File: src/rtl/eight_bit_piso_transmitter_if.sv
// Load handshake and serial output bundle for the PISO transmitter.
// The slave modport is the transmitter side; master is the sender/consumer side.
interface eight_bit_piso_transmitter_if #(
  parameter int unsigned WIDTH = 8
);
  localparam int unsigned CW = $clog2(WIDTH) + 1;

  logic [WIDTH-1:0] d;
  logic             load_valid;
  logic             load_ready;
  logic             shift_en;
  logic             sout;
  logic             sout_valid;
  logic             sout_last;
  logic             busy;
  logic [CW-1:0]    bit_cnt;

  modport master (
    output d, load_valid, shift_en,
    input  load_ready, sout, sout_valid, sout_last, busy, bit_cnt
  );

  modport slave (
    input  d, load_valid, shift_en,
    output load_ready, sout, sout_valid, sout_last, busy, bit_cnt
  );
endinterface

File: src/rtl/eight_bit_piso_transmitter.sv
// Parallel-in serial-out transmitter: loads a word via valid/ready and
// shifts it out one bit per shift_en edge, with back-to-back reload on the last bit.
module eight_bit_piso_transmitter #(
  parameter int unsigned WIDTH      = 8,
  parameter bit          MSB_FIRST  = 1'b1,
  parameter bit          IDLE_LEVEL = 1'b1
) (
  input  logic                           clk,
  input  logic                           rst,
  eight_bit_piso_transmitter_if.slave    bus
);

  localparam int unsigned    CW       = $clog2(WIDTH) + 1;
  localparam logic [CW-1:0]  LAST_IDX = CW'(WIDTH - 1);

  typedef enum logic {
    IDLE  = 1'b0,
    SHIFT = 1'b1
  } state_t;

  state_t           state;
  state_t           state_nxt;
  logic [WIDTH-1:0] shreg;
  logic [CW-1:0]    cnt;
  logic             last_bit;
  logic             ready;
  logic             sdata;
  logic             dvalid;
  logic             dlast;
  logic             in_shift;

  assign last_bit = (cnt == LAST_IDX);

  // State register
  always_ff @(posedge clk or negedge rst) begin
    if (!rst) state <= IDLE;
    else      state <= state_nxt;
  end

  // Next-state decode
  always_comb begin
    state_nxt = state;
    case (state)
      IDLE:    if (bus.load_valid) state_nxt = SHIFT;
      SHIFT:   if (bus.shift_en && last_bit && !bus.load_valid) state_nxt = IDLE;
      default: state_nxt = IDLE;
    endcase
  end

  // Output decode from registered state; load_ready also sees shift_en
  always_comb begin
    ready    = 1'b0;
    sdata    = IDLE_LEVEL;
    dvalid   = 1'b0;
    dlast    = 1'b0;
    in_shift = 1'b0;
    case (state)
      IDLE: ready = 1'b1;
      SHIFT: begin
        ready    = bus.shift_en && last_bit;
        sdata    = MSB_FIRST ? shreg[WIDTH-1] : shreg[0];
        dvalid   = 1'b1;
        dlast    = last_bit;
        in_shift = 1'b1;
      end
      default: ready = 1'b0;
    endcase
  end

  // Shift register and bit index; the last-bit consume doubles as the reload slot
  always_ff @(posedge clk or negedge rst) begin
    if (!rst) begin
      shreg <= '0;
      cnt   <= '0;
    end else if (state == IDLE) begin
      if (bus.load_valid) begin
        shreg <= bus.d;
        cnt   <= '0;
      end
    end else if (bus.shift_en) begin
      if (last_bit) begin
        cnt <= '0;
        if (bus.load_valid) shreg <= bus.d;
      end else begin
        cnt   <= cnt + CW'(1);
        shreg <= MSB_FIRST ? {shreg[WIDTH-2:0], 1'b0} : {1'b0, shreg[WIDTH-1:1]};
      end
    end
  end

  assign bus.load_ready = ready;
  assign bus.sout       = sdata;
  assign bus.sout_valid = dvalid;
  assign bus.sout_last  = dlast;
  assign bus.busy       = in_shift;
  assign bus.bit_cnt    = cnt;

endmodule

File: src/flat_wrapper.sv
// flat-port wrapper written by rule: the top's interface ports become plain ports
module eight_bit_piso_transmitter_flat 
#(
  parameter int unsigned WIDTH      = 8,
  parameter bit          MSB_FIRST  = 1'b1,
  parameter bit          IDLE_LEVEL = 1'b1
)
  (clk, rst, bus_d, bus_load_valid, bus_shift_en, bus_load_ready, bus_sout, bus_sout_valid, bus_sout_last, bus_busy, bus_bit_cnt);
  eight_bit_piso_transmitter_if #(.WIDTH(WIDTH)) bus_i ();
  input  logic clk;
  input  logic rst;
  input wire logic [$bits(bus_i.d)-1:0] bus_d;
  input wire logic [$bits(bus_i.load_valid)-1:0] bus_load_valid;
  input wire logic [$bits(bus_i.shift_en)-1:0] bus_shift_en;
  output wire logic [$bits(bus_i.load_ready)-1:0] bus_load_ready;
  output wire logic [$bits(bus_i.sout)-1:0] bus_sout;
  output wire logic [$bits(bus_i.sout_valid)-1:0] bus_sout_valid;
  output wire logic [$bits(bus_i.sout_last)-1:0] bus_sout_last;
  output wire logic [$bits(bus_i.busy)-1:0] bus_busy;
  output wire logic [$bits(bus_i.bit_cnt)-1:0] bus_bit_cnt;
  assign bus_i.d = bus_d;
  assign bus_i.load_valid = bus_load_valid;
  assign bus_i.shift_en = bus_shift_en;
  assign bus_load_ready = bus_i.load_ready;
  assign bus_sout = bus_i.sout;
  assign bus_sout_valid = bus_i.sout_valid;
  assign bus_sout_last = bus_i.sout_last;
  assign bus_busy = bus_i.busy;
  assign bus_bit_cnt = bus_i.bit_cnt;
  eight_bit_piso_transmitter #(.WIDTH(WIDTH), .MSB_FIRST(MSB_FIRST), .IDLE_LEVEL(IDLE_LEVEL)) u_core (.clk(clk), .rst(rst), .bus(bus_i));
endmodule
File: config.mk
export PLATFORM = sky130hd
export DESIGN_NAME = eight_bit_piso_transmitter_flat
export DESIGN_NICKNAME = d
export VERILOG_FILES = /design/src/rtl/eight_bit_piso_transmitter_if.sv /design/src/rtl/eight_bit_piso_transmitter.sv /design/src/flat_wrapper.sv
export SDC_FILE = /design/constraint.sdc
export NUM_CORES = 1
export LEC_CHECK = 0
export ABC_CLOCK_PERIOD_IN_PS = 1700
export CAP_MARGIN = 30
export CORE_MARGIN = 1
export CORE_UTILIZATION = 48
export CTS_BUF_LIST = sky130_fd_sc_hd__clkbuf_4
export DETAILED_ROUTE_END_ITERATION = 10
export PLACE_DENSITY = 0.8
export SYNTH_ARGS = -nofsm -noshare
export SYNTH_HDL_FRONTEND = slang
export SYNTH_SLANG_ARGS = --single-unit
File: constraint.sdc
create_clock -name clk -period 1.7 [get_ports clk]
set_clock_uncertainty 0.05 [all_clocks]
set_input_delay 0.34 -clock clk [delete_from_list [all_inputs] [get_ports clk]]
set_output_delay 0.34 -clock clk [all_outputs]
set_load 0.05 [all_outputs]
== Yosys cells after proc, flatten, opt, wreduce, memory -nomap -nowiden ==
Index checks and enable logic that the tools add are counted.

* Register bits after elaboration: 13
* Bits of input ports: 12
* Output and inout port bits: 9

* Add/subtract/negate cells: 1
* Equality and inequality tests: 2
* Multiplexer cells: 15
* Bitwise gates (word level): 1
* Reduce and logical (&&, ||, !) cells: 5

{| class="wikitable"
|+ Operators by type and width
! cell !! number
|-
| two-way mux 8 bit || 4
|-
| two-way mux 4 bit || 4
|-
| two-way mux 1 bit || 5
|-
| adder 4 x 1 -> 4 bit, second input constant || 1
|-
| == test 4 x 3 -> 1 bit, second input constant || 1
|-
| one-hot mux 1 bit (2 select lines) || 2
|-
| logical AND 1 bit || 2
|-
| != test 2 bit, second input constant || 1
|-
| AND reduction 2 bit || 1
|-
| nonzero test 2 bit || 1
|-
| logical NOT 1 bit || 1
|-
| NOT 1 bit || 1
|}

== Depth between registers and ports, before layout ==
* Word-level depth: 5
* Depth in mapped cells: 5
* Gate-level depth less buffers: 4

== Worst setup path after synthesis ==
Ideal clock, no wire load.

* Path type: register to output
* Start: register u_core.cnt[0], in the netlist u_core.bus.bit_cnt[0]
* End: output bus_sout_last
* Data arrival time: 1.782 ns
* Data required time: 1.310 ns
* Path slack: -0.472 ns
* Cell stages (with the launch flop): 4
* Path buffers: 0
* Cells stage by stage: dfrtp_1 -> ha_1 -> nand3b_2 -> nor2_1

* Cells in the longest elaborated chain, start to end: 2

{| class="wikitable"
|+ RTL lines
! what !! line !! source
|-
| start, declared || eight_bit_piso_transmitter.sv:24 || <nowiki>logic [CW-1:0] cnt;</nowiki>
|-
| start signal, assigned || eight_bit_piso_transmitter.sv:85 || <nowiki>cnt <= cnt + CW'(1);</nowiki>
|-
| == test 4 x 3 -> 1 bit || eight_bit_piso_transmitter.sv:32 || <nowiki>assign last_bit = (cnt == LAST_IDX);</nowiki>
|-
| two-way mux 1 bit || eight_bit_piso_transmitter.sv:57 || <nowiki>case (state)</nowiki>
|-
| end, declared || flat_wrapper.sv:18 || <nowiki>output wire logic [$bits(bus_i.sout_last)-1:0] bus_sout_last;</nowiki>
|}

No other way between the ends.

== Worst setup path in the final report ==
* Start: register u_core.cnt[1], in the netlist u_core.bus.bit_cnt[1]
* End: output bus_load_ready

* Cells in the longest elaborated chain, start to end: 3

{| class="wikitable"
|+ RTL lines
! what !! line !! source
|-
| == test 4 x 3 -> 1 bit || eight_bit_piso_transmitter.sv:32 ||
|-
| logical AND 1 bit || eight_bit_piso_transmitter.sv:60 || <nowiki>ready = bus.shift_en && last_bit;</nowiki>
|-
| one-hot mux 1 bit (2 select lines) || eight_bit_piso_transmitter.sv:57 ||
|-
| end, declared || flat_wrapper.sv:15 || <nowiki>output wire logic [$bits(bus_i.load_ready)-1:0] bus_load_ready;</nowiki>
|}

No other way between the ends.

==> qor.yml <==
clocking:
  clk_latency_ns: 0.27
  cts_sinks: 13
  max-clock-path-buffers: 2
  htreeDepth: 1
  path_clk_slew_ns: 0.09
  cts-root-buf: "clkbuf_4"
  cts_buffers: 3
  tritoncts: "yes"
hold_path:
  min_path_type: "input port to asynchronous set/reset pin"
detailed_routing:
  vias_per_cell: 5.88
  vias: 694
  first_iter_violations: 25
  ant_nets: 0
  drtPass1Iterations: 4
  route.detailed.drc: 0
  finalWirelength_um: 2000
  avgRoutedWirePerCell_um: 16.9
logic_synthesis:
  synthCells: 73
  ys_seq_area_share_pct: 42.8
  ys_types: 26
  syn_area_um2: 759
  ys_warn_count: 0
  synth_seq_cells: 13
  syn_avg_cell_area_um2: 10.4
  syn_nets: 86
power:
  leakage_uw: 0.000540
  clockPowerShare_pct: 11.2
  ir_worst_vdd_mv: 1.17
  powerDensity_mw_per_mm2: 1610
  p_sw_uw: 794
  p_comb_share_pct: 57.9
  intPower_uw: 1090
  netSwitchingFraction_pct: 42.2
  p_seq_share_pct: 30.9
place:
  dpl_cell_area_mm2: 0.00111
  dp_cells: 111
  dp_hpwl_um: 1400
  io_buffers: 20
  place.gp.congestion: 0.833
cells_and_area:
  fillers: 74
  final_util_pct: 84.6
  layout_commonest_cell: "buf_4"
  layout_common_cells: "buf_4, clkdlybuf4s50_1, dfrtp_1"
  antenna_cells: 0
  layout-drive-gt1-share_pct: 35.0
  final_nets: 117
  area_delta_synth_final_pct: 54.0
  design_area_mm2: 0.00117
  final_cells: 118
outcome:
  outcome: "finished with violations"
  violations: "negative setup slack"
sta:
  min_period_ns: 1.71
  slew-limit-headroom_pct: 74.1
  final_max_slew_viol_count: 0
  setup_violations: 1
  finalCritPeriodShare_pct: 101
  whs_ns: 0.310
  hold_viol: 0
  worst_slew_pin_slew_ns: 0.387
  rsz0062_at_grt: "true"
  max_freq_mhz: 583
  setup_slack_ns: -0.0145
die:
  core_mm2: 0.00138
  die_area_mm2: 0.00175
  die_h_um: 41.8
  row_count: 13
  die_w_um: 41.8
  start_util_pct: 54.9
  io-pin-count: 21
setup_path:
  start_kind: "flop"
  path_max_fanout: 4
  required_ns: 1.31
  slowest_stage: "dfrtp_2"
  critPathMaxStageDelay_ns: 0.44
  setup.worst_path.end_class: "output pin"
  path_cells: "ha_4 > nand4b_1 > nand2_4 > buf_12"
  crit_type: "flop to output pin"
  crit_family: "flip-flops"
  worstPathArrival_ns: 1.32
  crit_buf_inv: 1
grt:
  overflow: 0
  grt_max_degree: 15
  grt_pass1_vias: 659
  antenna_found_initial: 0
  grt_pass1_wl_um: 3270
  track_usage_pct: 25.2
job:
  maxCapViolCount: 0
[metrics by stage]
step | setup slack, ns | total power [uW] | TNS [ns]
floorplan | 0.0334 | 1140 | 0
global placement | -0.0125 | 1560 | -0.0352
detailed placement | -0.0403 | 1610 | -0.153
CTS | 0.00165 | 1860 | 0
global route | -0.0480 | 1970 | -0.0480
finish | -0.0145 | 1880 | -0.0145
[power groups by stage]
stage / logic, uW / clock network (uW) / registers (uW)
2_1_floorplan: 420 / 0 / 724
3_3_place_gp: 960 / 0 / 603
3_5_place_dp: 997 / 0 / 612
4_1_cts: 1080 / 212 / 571
5_1_grt: 1150 / 228 / 596
6_report: 1090 / 211 / 581
[layer usage]
| metal | GRT usage (%) | vias to the layer above | wire [um] |
|---|---|---|---|
| met5 | 0 | - | 0 |
| met4 | 8.39 | 0 | 12 |
| met3 | 5.65 | 2 | 102 |
| met2 | 37.8 | 21 | 992 |
| met1 | 35.6 | 338 | 892 |
| li1 | - | 333 | - |
[worst paths after layout]
kind	from	end	slack, ns	depth (start not counted)
worst max-delay path	u_core.bus.bit_cnt[1]$_DFFE_PN0P_	bus_load_ready	-0.01	4
worst min-delay path	rst	u_core.bus.bit_cnt[1]$_DFFE_PN0P_	0.31	2
worst max register to register	u_core.bus.bit_cnt[1]$_DFFE_PN0P_	u_core.shreg[7]$_DFFE_PN0P_	0.10	6
worst min register to register	u_core.shreg[0]$_DFFE_PN0P_	u_core.shreg[1]$_DFFE_PN0P_	0.47	1
max in group asynchronous	rst	u_core.state$_DFF_PN0_	1.10	2
min in group clk	u_core.shreg[0]$_DFFE_PN0P_	u_core.shreg[1]$_DFFE_PN0P_	0.47	1
[repair_timing]
item,CTS,global route
pin swaps,0,1
resized for setup,0,2
setup endpoints to repair,2,2
hold buffers,0,0
buffers inserted,2,1
[flip-flops by register name (all words and copies together), names as in the netlist]
signal and flops:
u_core.shreg 8, u_core.bus.bit_cnt 4, u_core.state 1
[final cells by class]
cell class	instances	area (um^2)	area share, %
Clock buffer	4	30.0	2.57
Inverter	2	7.51	0.642
Multi-Input combinational cell	53	423	36.1
Sequential cell	13	330	28.2
Tap cell	15	18.8	1.60
Timing Repair Buffer	31	360	30.8
[cell usage after synthesis, drive strengths merged]
master / count / area share, %
a221o: 6 / 7.9
nand2b: 3 / 2.5
nor2b: 2 / 1.6
nand2: 5 / 2.5
and2: 3 / 3.1
nand3: 1 / 0.66
inv: 2 / 0.99
nand3b: 1 / 1.5
dfrtp: 13 / 43
nand4: 1 / 0.82
nand4b: 1 / 1.2
mux2i: 8 / 11
a221oi: 2 / 3.1
buf: 5 / 5.3
and2b: 1 / 0.99
a21oi: 8 / 5.3
or3b: 1 / 1.2
o21ai: 4 / 2.6
a21boi: 1 / 0.99
a32o: 1 / 1.3
ha: 1 / 1.6
nor2: 3 / 1.5
[logic make-up (layout without fill, tap and decap cells)]
family | Yosys count | in the layout | share of synthesized area [%]
AOI/OAI and AO/OA | 22 | 22 | 21.3
adders and majority gates | 1 | 1 | 1.65
buffers and inverters | 7 | 37 | 6.26
DFF | 13 | 13 | 42.8
muxes | 8 | 8 | 10.5
and+or+nand+nor | 22 | 22 | 17.5
(Power assumes the default switching activity.)
